<file path="src/rtl/lc3_control_fsm.sv">
`timescale 1ns/1ps
// LC-3 multicycle control unit: fetch/decode/execute sequencer with a
// parametrised memory wait-state counter, NZP branch evaluation and
// halt / illegal-opcode handling. Outputs are decoded from the registered
// state, IR and wait counter; all of them are forced low while reset is held.
module lc3_control_fsm #(
    parameter int MEM_WAIT     = 0,
    parameter int HALT_ON_TRAP = 1,
    parameter int WAIT_W       = 4
) (
    input  logic        clk,
    input  logic        reset,
    input  logic [15:0] IR,
    input  logic        N,
    input  logic        Z,
    input  logic        P,
    output logic [1:0]  aluControl,
    output logic        enaALU,
    output logic        enaMARM,
    output logic        enaMDR,
    output logic        enaPC,
    output logic        ldPC,
    output logic        ldIR,
    output logic        ldMAR,
    output logic        ldMDR,
    output logic        ldCC,
    output logic [1:0]  selPC,
    output logic        selEAB1,
    output logic [1:0]  selEAB2,
    output logic        selMAR,
    output logic        selMDR,
    output logic [2:0]  SR1,
    output logic [2:0]  SR2,
    output logic [2:0]  DR,
    output logic        regWE,
    output logic        memWE,
    output logic        halted,
    output logic        illegal
);

    typedef enum logic [3:0] {
        S_FETCH0, S_FETCH1, S_FETCH2, S_DECODE,
        S_EXEC_ALU, S_BR, S_JMP, S_LEA,
        S_ADDR_LD, S_ADDR_ST, S_RD, S_WB,
        S_ST_DATA, S_WR, S_HALT
    } state_t;

    localparam logic [3:0] OP_BR  = 4'b0000;
    localparam logic [3:0] OP_ADD = 4'b0001;
    localparam logic [3:0] OP_LD  = 4'b0010;
    localparam logic [3:0] OP_ST  = 4'b0011;
    localparam logic [3:0] OP_AND = 4'b0101;
    localparam logic [3:0] OP_LDR = 4'b0110;
    localparam logic [3:0] OP_STR = 4'b0111;
    localparam logic [3:0] OP_NOT = 4'b1001;
    localparam logic [3:0] OP_JMP = 4'b1100;
    localparam logic [3:0] OP_LEA = 4'b1110;
    localparam logic [3:0] OP_TRAP = 4'b1111;

    // Value of the wait counter on the final cycle of a memory access state.
    localparam logic [WAIT_W-1:0] WAIT_LAST = WAIT_W'(MEM_WAIT);

    state_t            state_q, state_d;
    logic [WAIT_W-1:0] cnt_q, cnt_d;
    logic [3:0]        op;
    logic              mem_last;
    logic              br_taken;
    logic              unused_ir;

    assign op        = IR[15:12];
    assign mem_last  = (cnt_q == WAIT_LAST);
    assign br_taken  = (IR[11] & N) | (IR[10] & Z) | (IR[9] & P);
    // IR[5:3] (imm5 / SR2 mode bits) are interpreted by the datapath only.
    assign unused_ir = ^IR[5:3];

    // State register and wait counter; reset returns to FETCH0 mid-access.
    always_ff @(posedge clk) begin
        if (!reset) begin
            state_q <= S_FETCH0;
            cnt_q   <= '0;
        end else begin
            state_q <= state_d;
            cnt_q   <= cnt_d;
        end
    end

    // Next-state, wait counter and Moore-style control decode.
    always_comb begin
        state_d    = state_q;
        cnt_d      = '0;
        aluControl = 2'b00;
        enaALU     = 1'b0;
        enaMARM    = 1'b0;
        enaMDR     = 1'b0;
        enaPC      = 1'b0;
        ldPC       = 1'b0;
        ldIR       = 1'b0;
        ldMAR      = 1'b0;
        ldMDR      = 1'b0;
        ldCC       = 1'b0;
        selPC      = 2'b00;
        selEAB1    = 1'b0;
        selEAB2    = 2'b00;
        selMAR     = 1'b0;
        selMDR     = 1'b0;
        SR1        = IR[8:6];
        SR2        = IR[2:0];
        DR         = IR[11:9];
        regWE      = 1'b0;
        memWE      = 1'b0;
        halted     = 1'b0;
        illegal    = 1'b0;

        unique case (state_q)
            S_FETCH0: begin
                enaPC   = 1'b1;
                ldMAR   = 1'b1;
                ldPC    = 1'b1;
                selPC   = 2'b00;
                state_d = S_FETCH1;
            end
            S_FETCH1: begin
                selMDR = 1'b1;
                if (mem_last) begin
                    ldMDR   = 1'b1;
                    state_d = S_FETCH2;
                end else begin
                    cnt_d = cnt_q + 1'b1;
                end
            end
            S_FETCH2: begin
                enaMDR  = 1'b1;
                ldIR    = 1'b1;
                state_d = S_DECODE;
            end
            S_DECODE: begin
                case (op)
                    OP_ADD, OP_AND, OP_NOT: state_d = S_EXEC_ALU;
                    OP_BR:                  state_d = S_BR;
                    OP_JMP:                 state_d = S_JMP;
                    OP_LEA:                 state_d = S_LEA;
                    OP_LD, OP_LDR:          state_d = S_ADDR_LD;
                    OP_ST, OP_STR:          state_d = S_ADDR_ST;
                    OP_TRAP:                state_d = (HALT_ON_TRAP != 0) ? S_HALT : S_FETCH0;
                    default: begin
                        illegal = 1'b1;
                        state_d = S_FETCH0;
                    end
                endcase
            end
            S_EXEC_ALU: begin
                case (op)
                    OP_ADD:  aluControl = 2'b00;
                    OP_AND:  aluControl = 2'b01;
                    default: aluControl = 2'b10;
                endcase
                enaALU  = 1'b1;
                regWE   = 1'b1;
                ldCC    = 1'b1;
                state_d = S_FETCH0;
            end
            S_BR: begin
                if (br_taken) begin
                    ldPC    = 1'b1;
                    selPC   = 2'b01;
                    selEAB1 = 1'b0;
                    selEAB2 = 2'b10;
                end
                state_d = S_FETCH0;
            end
            S_JMP: begin
                ldPC    = 1'b1;
                selPC   = 2'b01;
                selEAB1 = 1'b1;
                selEAB2 = 2'b00;
                state_d = S_FETCH0;
            end
            S_LEA: begin
                enaMARM = 1'b1;
                selMAR  = 1'b0;
                selEAB1 = 1'b0;
                selEAB2 = 2'b10;
                regWE   = 1'b1;
                ldCC    = 1'b1;
                state_d = S_FETCH0;
            end
            S_ADDR_LD, S_ADDR_ST: begin
                ldMAR  = 1'b1;
                selMAR = 1'b0;
                // PC-relative (LD/ST) versus base+offset6 (LDR/STR).
                if (op == OP_LD || op == OP_ST) begin
                    selEAB1 = 1'b0;
                    selEAB2 = 2'b10;
                end else begin
                    selEAB1 = 1'b1;
                    selEAB2 = 2'b01;
                end
                state_d = (state_q == S_ADDR_LD) ? S_RD : S_ST_DATA;
            end
            S_RD: begin
                selMDR = 1'b1;
                if (mem_last) begin
                    ldMDR   = 1'b1;
                    state_d = S_WB;
                end else begin
                    cnt_d = cnt_q + 1'b1;
                end
            end
            S_WB: begin
                enaMDR  = 1'b1;
                regWE   = 1'b1;
                ldCC    = 1'b1;
                state_d = S_FETCH0;
            end
            S_ST_DATA: begin
                // Store source register is routed through the ALU pass path.
                SR1        = IR[11:9];
                aluControl = 2'b11;
                enaALU     = 1'b1;
                ldMDR      = 1'b1;
                selMDR     = 1'b0;
                state_d    = S_WR;
            end
            S_WR: begin
                memWE = 1'b1;
                if (mem_last) begin
                    state_d = S_FETCH0;
                end else begin
                    cnt_d = cnt_q + 1'b1;
                end
            end
            S_HALT: begin
                halted  = 1'b1;
                state_d = S_HALT;
            end
            default: state_d = S_FETCH0;
        endcase

        // Everything is held quiet while reset is asserted.
        if (!reset) begin
            aluControl = 2'b00;
            enaALU     = 1'b0;
            enaMARM    = 1'b0;
            enaMDR     = 1'b0;
            enaPC      = 1'b0;
            ldPC       = 1'b0;
            ldIR       = 1'b0;
            ldMAR      = 1'b0;
            ldMDR      = 1'b0;
            ldCC       = 1'b0;
            selPC      = 2'b00;
            selEAB1    = 1'b0;
            selEAB2    = 2'b00;
            selMAR     = 1'b0;
            selMDR     = 1'b0;
            SR1        = 3'b000;
            SR2        = 3'b000;
            DR         = 3'b000;
            regWE      = 1'b0;
            memWE      = 1'b0;
            halted     = 1'b0;
            illegal    = 1'b0;
        end
    end

endmodule

</file>
<file path="config.mk">
export PLATFORM = sky130hd
export DESIGN_NAME = lc3_control_fsm
export DESIGN_NICKNAME = d
export VERILOG_FILES = /design/src/rtl/lc3_control_fsm.sv
export SDC_FILE = /design/constraint.sdc
export NUM_CORES = 1
export LEC_CHECK = 0
export ABC_AREA = 1
export CORE_ASPECT_RATIO = 0.7
export CORE_MARGIN = 1.5
export CORE_UTILIZATION = 45
export CTS_CLUSTER_SIZE = 25
export DETAILED_ROUTE_END_ITERATION = 8
export DONT_BUFFER_PORTS = 1
export GPL_ROUTABILITY_DRIVEN = 0
export PLACE_DENSITY = 0.71
export SYNTH_ARGS = -nofsm -noshare
export SYNTH_HDL_FRONTEND = slang
export SYNTH_SLANG_ARGS = --single-unit
</file>
<file path="constraint.sdc">
create_clock -name clk -period 1.4 [get_ports clk]
set_clock_uncertainty 0.1 [all_clocks]
set_input_delay 0.21 -clock clk [delete_from_list [all_inputs] [get_ports clk]]
set_output_delay 0.21 -clock clk [all_outputs]
set_load 0.005 [all_outputs]
</file>
Yosys cells after proc, flatten, opt, wreduce, memory -nomap -nowiden
Cells that the tools add are included.
W data, S select, Z words.
{"block": "op_classes", "addsub": 1, "mul": 0, "div_mod_pow": 0, "order_cmp": 0, "n_eq_ne": 27, "n_shift": 0, "muxes": 52, "n_bitwise": 7, "n_reduce_logical": 18}
{"operator": "$eq A4 B4 Y1 const B", "count": 11}
{"operator": "$pmux W4 S9", "count": 1}
{"operator": "$mux W1", "count": 30}
{"operator": "$eq A4 B3 Y1 const B", "count": 7}
{"operator": "$pmux W4 S7", "count": 1}
{"operator": "$eq A4 B2 Y1 const B", "count": 4}
{"operator": "$mux W3", "count": 5}
{"operator": "$reduce_or A3 Y1", "count": 5}
{"operator": "$reduce_or A2 Y1", "count": 7}
{"operator": "$logic_not A4 Y1", "count": 3}
{"operator": "$mux W4", "count": 3}
{"operator": "$reduce_or A11 Y1", "count": 1}
{"operator": "$mux W2", "count": 5}
{"operator": "$eq A4 B1 Y1 const B", "count": 2}
{"operator": "$pmux W1 S2", "count": 4}
{"operator": "$pmux W2 S2", "count": 2}
{"operator": "$ne A2 B2 Y1 const B", "count": 3}
{"operator": "$pmux W2 S3", "count": 1}
{"operator": "$add A4 B1 Y4 const B", "count": 1}
{"operator": "$and A1 B1 Y1", "count": 3}
{"operator": "$reduce_and A3 Y1", "count": 1}
{"operator": "$not A1 Y1", "count": 2}
{"operator": "$or A1 B1 Y1", "count": 2}
{"operator": "$logic_or A1 B1 Y1", "count": 1}
{"block": "word_totals", "ff_bits": 8, "latchBits": 0, "ramBits": 0, "rom_bits": 0, "n_memories": 0}

Logic depth before layout (Yosys ltp)
{"block": "depth", "word_depth": 6, "mapped_depth": 9}

Least setup slack after synthesis
Ideal clock, no wire load.
{"block": "synth_timing", "path_kind": "reg2out", "start": "register state_q[2]", "end": "output illegal", "arrival_time_ps": 1059, "required_ps": 1090, "setup_slack_ps": 31, "path_stages_with_launch": 7, "n_path_buf": 1, "cell_sequence": "dfxtp_1 buf_8 nor2_1 nand2_1 inv_1 nand2_1 nor3_1"}
{"block": "synth_via", "elab_chain_len": 3}
{"item": "start: declaration", "line_no": "63", "source": "state_t state_q, state_d;"}
{"item": "start signal: assignment", "line_no": "82", "source": "state_q <= state_d;"}
{"item": "$eq A4 B2 Y1", "line_no": "114", "source": "unique case (state_q)"}
{"item": "$mux W1", "line_no": "114"}
{"item": "$mux W1", "line_no": "240", "source": "if (!reset) begin"}
{"item": "end: declaration", "line_no": "38", "source": "output logic illegal"}
No other way between the ends.

Worst setup path after layout
{"block": "layout_timing", "start": "register state_q[1]", "end": "output ldMDR"}
{"block": "layout_via", "elab_chain_len": 4, "elab_cells_between_ends": 6, "classes_between": "eq/ne (3); mux (2); reduce/logical (1)"}
{"item": "$eq A4 B4 Y1 or $eq A4 B1 Y1 (tied branches)", "line_no": "114"}
{"item": "$reduce_or A2 Y1 (no source line)"}
{"item": "$pmux W1 S2 *", "line_no": "114"}
{"item": "$mux W1 *", "line_no": "240"}
{"item": "end: declaration", "line_no": "25", "source": "output logic ldMDR,"}
Mark *: on every way between the ends. The rest lies on a longest branch, timed or not.

==> impl_results.md <==
* Post-synth EDFFs at 0
* Hold path start: reset
* Final Max Tran Viols at 0
* Worst Setup Slack, final at -0.246 ns
* Vias at 1262
* Worst R2R Setup Slack at -0.20 ns
* H-tree Lvls at 1
* Worst-Skew Late Latency at between 0.2 and 0.3 ns
* Top cell type's share of synthesized area at 18.6%
* Final setup violation count at 31
* Count leader, synth: nand2_1
* Vias in the first global route at approximately 1.0k
* DRT Pass-1 Iters at 4
* Filler Cell Count at around 120
* Reg area at approximately 180 sq um
* Top Ports at 52
* Cells after Synth at about 170
* Achievable Freq at between 600 and 700 MHz
* CP Max Fanout at 5
* Setup crit end kind: output pin
* Synth unique cells at 25
* Cell area power density at 712 nW/um^2
* Core ar. at 1870 sq um
* Clk pin slew, worst setup/hold paths at approximately 0.050 ns
* Final Hold Viols at 1
* Total GRT Usage at a little over a quarter
* WP data arrival at 1.34 ns
* Post-synth top cells: nand2_1, nor2_1, inv_1, a21oi_1, nand3_1
* Final nets at 219
* Inserted Clock Buffers at 3
* Part of the Yosys area used for sequential elements at 17.7%
* # port buffers at 0
* Startpoint Class: flop
* Async set or reset register ratio after synthesis at 0%
* Clock root cell: clkbuf_4
* Worst r2r dst: state_q[0]
* Hold WS at -0.0178 ns
* Max incr delay on CP at 0.37 ns
* WHS Path Cells at 2
* Hold WC Path Type: in2reg
* Global-route wire length before repair at 4590 um
* Num rows at 13
* Area leader, netlist: nand2_1
* Critical setup path kind: reg2out
* Dpl hpwl at around 1800 um
* DP Cell Count at 196
* CTS tree: yes
* Fraction of layout cells with a size suffix above 1 at between 40 and 50%
* Clock sinks at 8
* Die W at 56.7 um
* Layout area overhead at 60.1%
* Final min period at 1.65 ns
* Worst Hold Path EP: state_q[2]
* Total Neg Setup Slack at -4.34 ns
* GRT overflow at 0
* Top post-synthesis cells by area: nand2_1, dfxtp_1, nor2_1
* Worst rel slew slack at 45.3%
* N_diodes at 0
* Clock Path Buffers at 2
* Initial DRC Count at 86
* Cell Chain, Critical Path: buf_6, nor2_4, nand2_4, nand2_4, nand2_2, a21oi_2
* Layout Cells excl Fill at around 220
* Main synth FF type: dfxtp_1
* Drt drc at 0
* ANT nets after route at 0
* Worst reg2reg startpoint: state_q[1]
* Violated checks: negative hold slack, negative setup slack
* Initial Util at roughly half
* Reg2Reg Depth at 9
* Maximum vdd ir drop at slightly below 700 uV
* Synth Cell Area at approximately 910 sq um
* Yosys reg bits at 8
* Slew at the pin closest to its max-slew limit at 0.819 ns
* Die Area at 2300 sq um
* Initial antenna violation count at 0
* Multi-input logic area at between 800 and 900 sq um
* RSZ-0062 raised after global routing: yes
* Largest net degree at the start of global routing at 21
* Synthesis warning total at 0
* Critical-path top delay cell: dfxtp_4
* CP dominant cell by count: nand2_4
* Status: finished, violations left
* WP data required at 1.09 ns
* Vias per Instance at around 5.8
* DIE HEIGHT at 40.6 um
* Max-Cap Viols at 0
* Mean Syn Cell Area at 5.37 sq um
* Fin crit share at 118%
* DR WL/cell at 16.8 um
* Dpl ws at -0.0738 ns
* Leakage at between 0.6 and 0.7 nW
* Final Routed Wirelength at 3630 um
routing by layer:
layer / vias to the layer above / global-route usage, % / share of wire (%)
li1: 574 / - / -
met1: 583 / 31.2 / 37
met2: 92 / 52.0 / 50
met3: 13 / 5.81 / 10
met4: 0 / 7.74 / 2.8
met5: - / 0 / 0
power breakdown:
group / internal, mW / switching (mW) / total, mW / leakage [nW]
sequential: 0.243 / 0.0347 / 0.278 / 0.0678
combinational: 0.261 / 0.313 / 0.574 / 0.590
clock: 0.0984 / 0.0837 / 0.182 / 0.0138
worst max-delay path by stage:
stage          slack (ns)       start      end  cells after the start
6_report            -0.25  state_q[1]    ldMDR                      6
5_1_grt             -0.30  state_q[3]     ldPC                      4
4_1_cts             -0.15  state_q[3]    ldMDR                      6
3_5_place_dp        -0.07  state_q[2]   SR1[2]                      6
3_3_place_gp        -0.04  state_q[2]   SR1[2]                      6
2_1_floorplan        0.03  state_q[2]  illegal                      6
layout by cell type (no fill, tap or decap), drive strengths merged, types with 2 or more instances in the layout:
master	synthesis	routed
nand3	12	12
nor3	4	4
ha	2	2
dfxtp	8	8
a31oi	2	2
nand2	48	48
o21ai	9	9
inv	26	26
conb	1	2
nand4	3	3
clkbuf	2	3
nor2	33	33
a21oi	10	10
buf	5	27
per-stage QoR:
stage	hold slack [ns]	total power, mW	util [%]	cell area (sq um)
after floorplan	0.330	0.461	-	911
after global placement	0.222	0.530	51.9	971
after detailed placement	0.232	0.533	51.9	971
after CTS	0.00529	0.854	67.6	1260
after global routing	-0.0109	1.09	77.7	1450
final	-0.0178	1.03	77.7	1450
critical path: cells and delay by family, from the launching register on:
kind	cells	cell delay, ns
buf+inv	1	0.12
compound gates	1	0.15
simple gates	4	0.43
flops	1	0.37
kinds of logic (layout without fill, tap and decap cells):
family	count (synthesis)	count (layout)	share of synthesized area, %
AND/OR/NAND/NOR	101	101	48.4
buffers and inverters	33	57	16.3
adder cells (fa/ha/maj)	2	2	2.76
XOR/XNOR	2	2	1.93
flip-flops	8	8	17.7
AO/OA/AOI/OAI	22	22	12.6
other	1	2	0.413
area by class of cell:
| cell class | instances | area share, % |
|---|---|---|
| multi-input combinational | 129 | 60.0 |
| inverter | 26 | 6.89 |
| sequential | 8 | 12.1 |
| timing repair buffer | 28 | 17.6 |
| tap | 22 | 1.89 |
| clock buffer | 3 | 1.55 |
flip-flops by register name, summed over array words and instances, names as in the netlist:
signal	count
state_q	4
cnt_q	4
repair_timing:
item / in CTS / in global routing
hold buffers: 1 / 0
pin swaps: 18 / 14
gates resized for setup: 58 / 30
buffers inserted: 12 / 4
hold endpoints to repair: 2 / 0
setup endpoints to repair: 25 / 31
cloned: 0 / 0
Power figures use the tool's default switching activity.
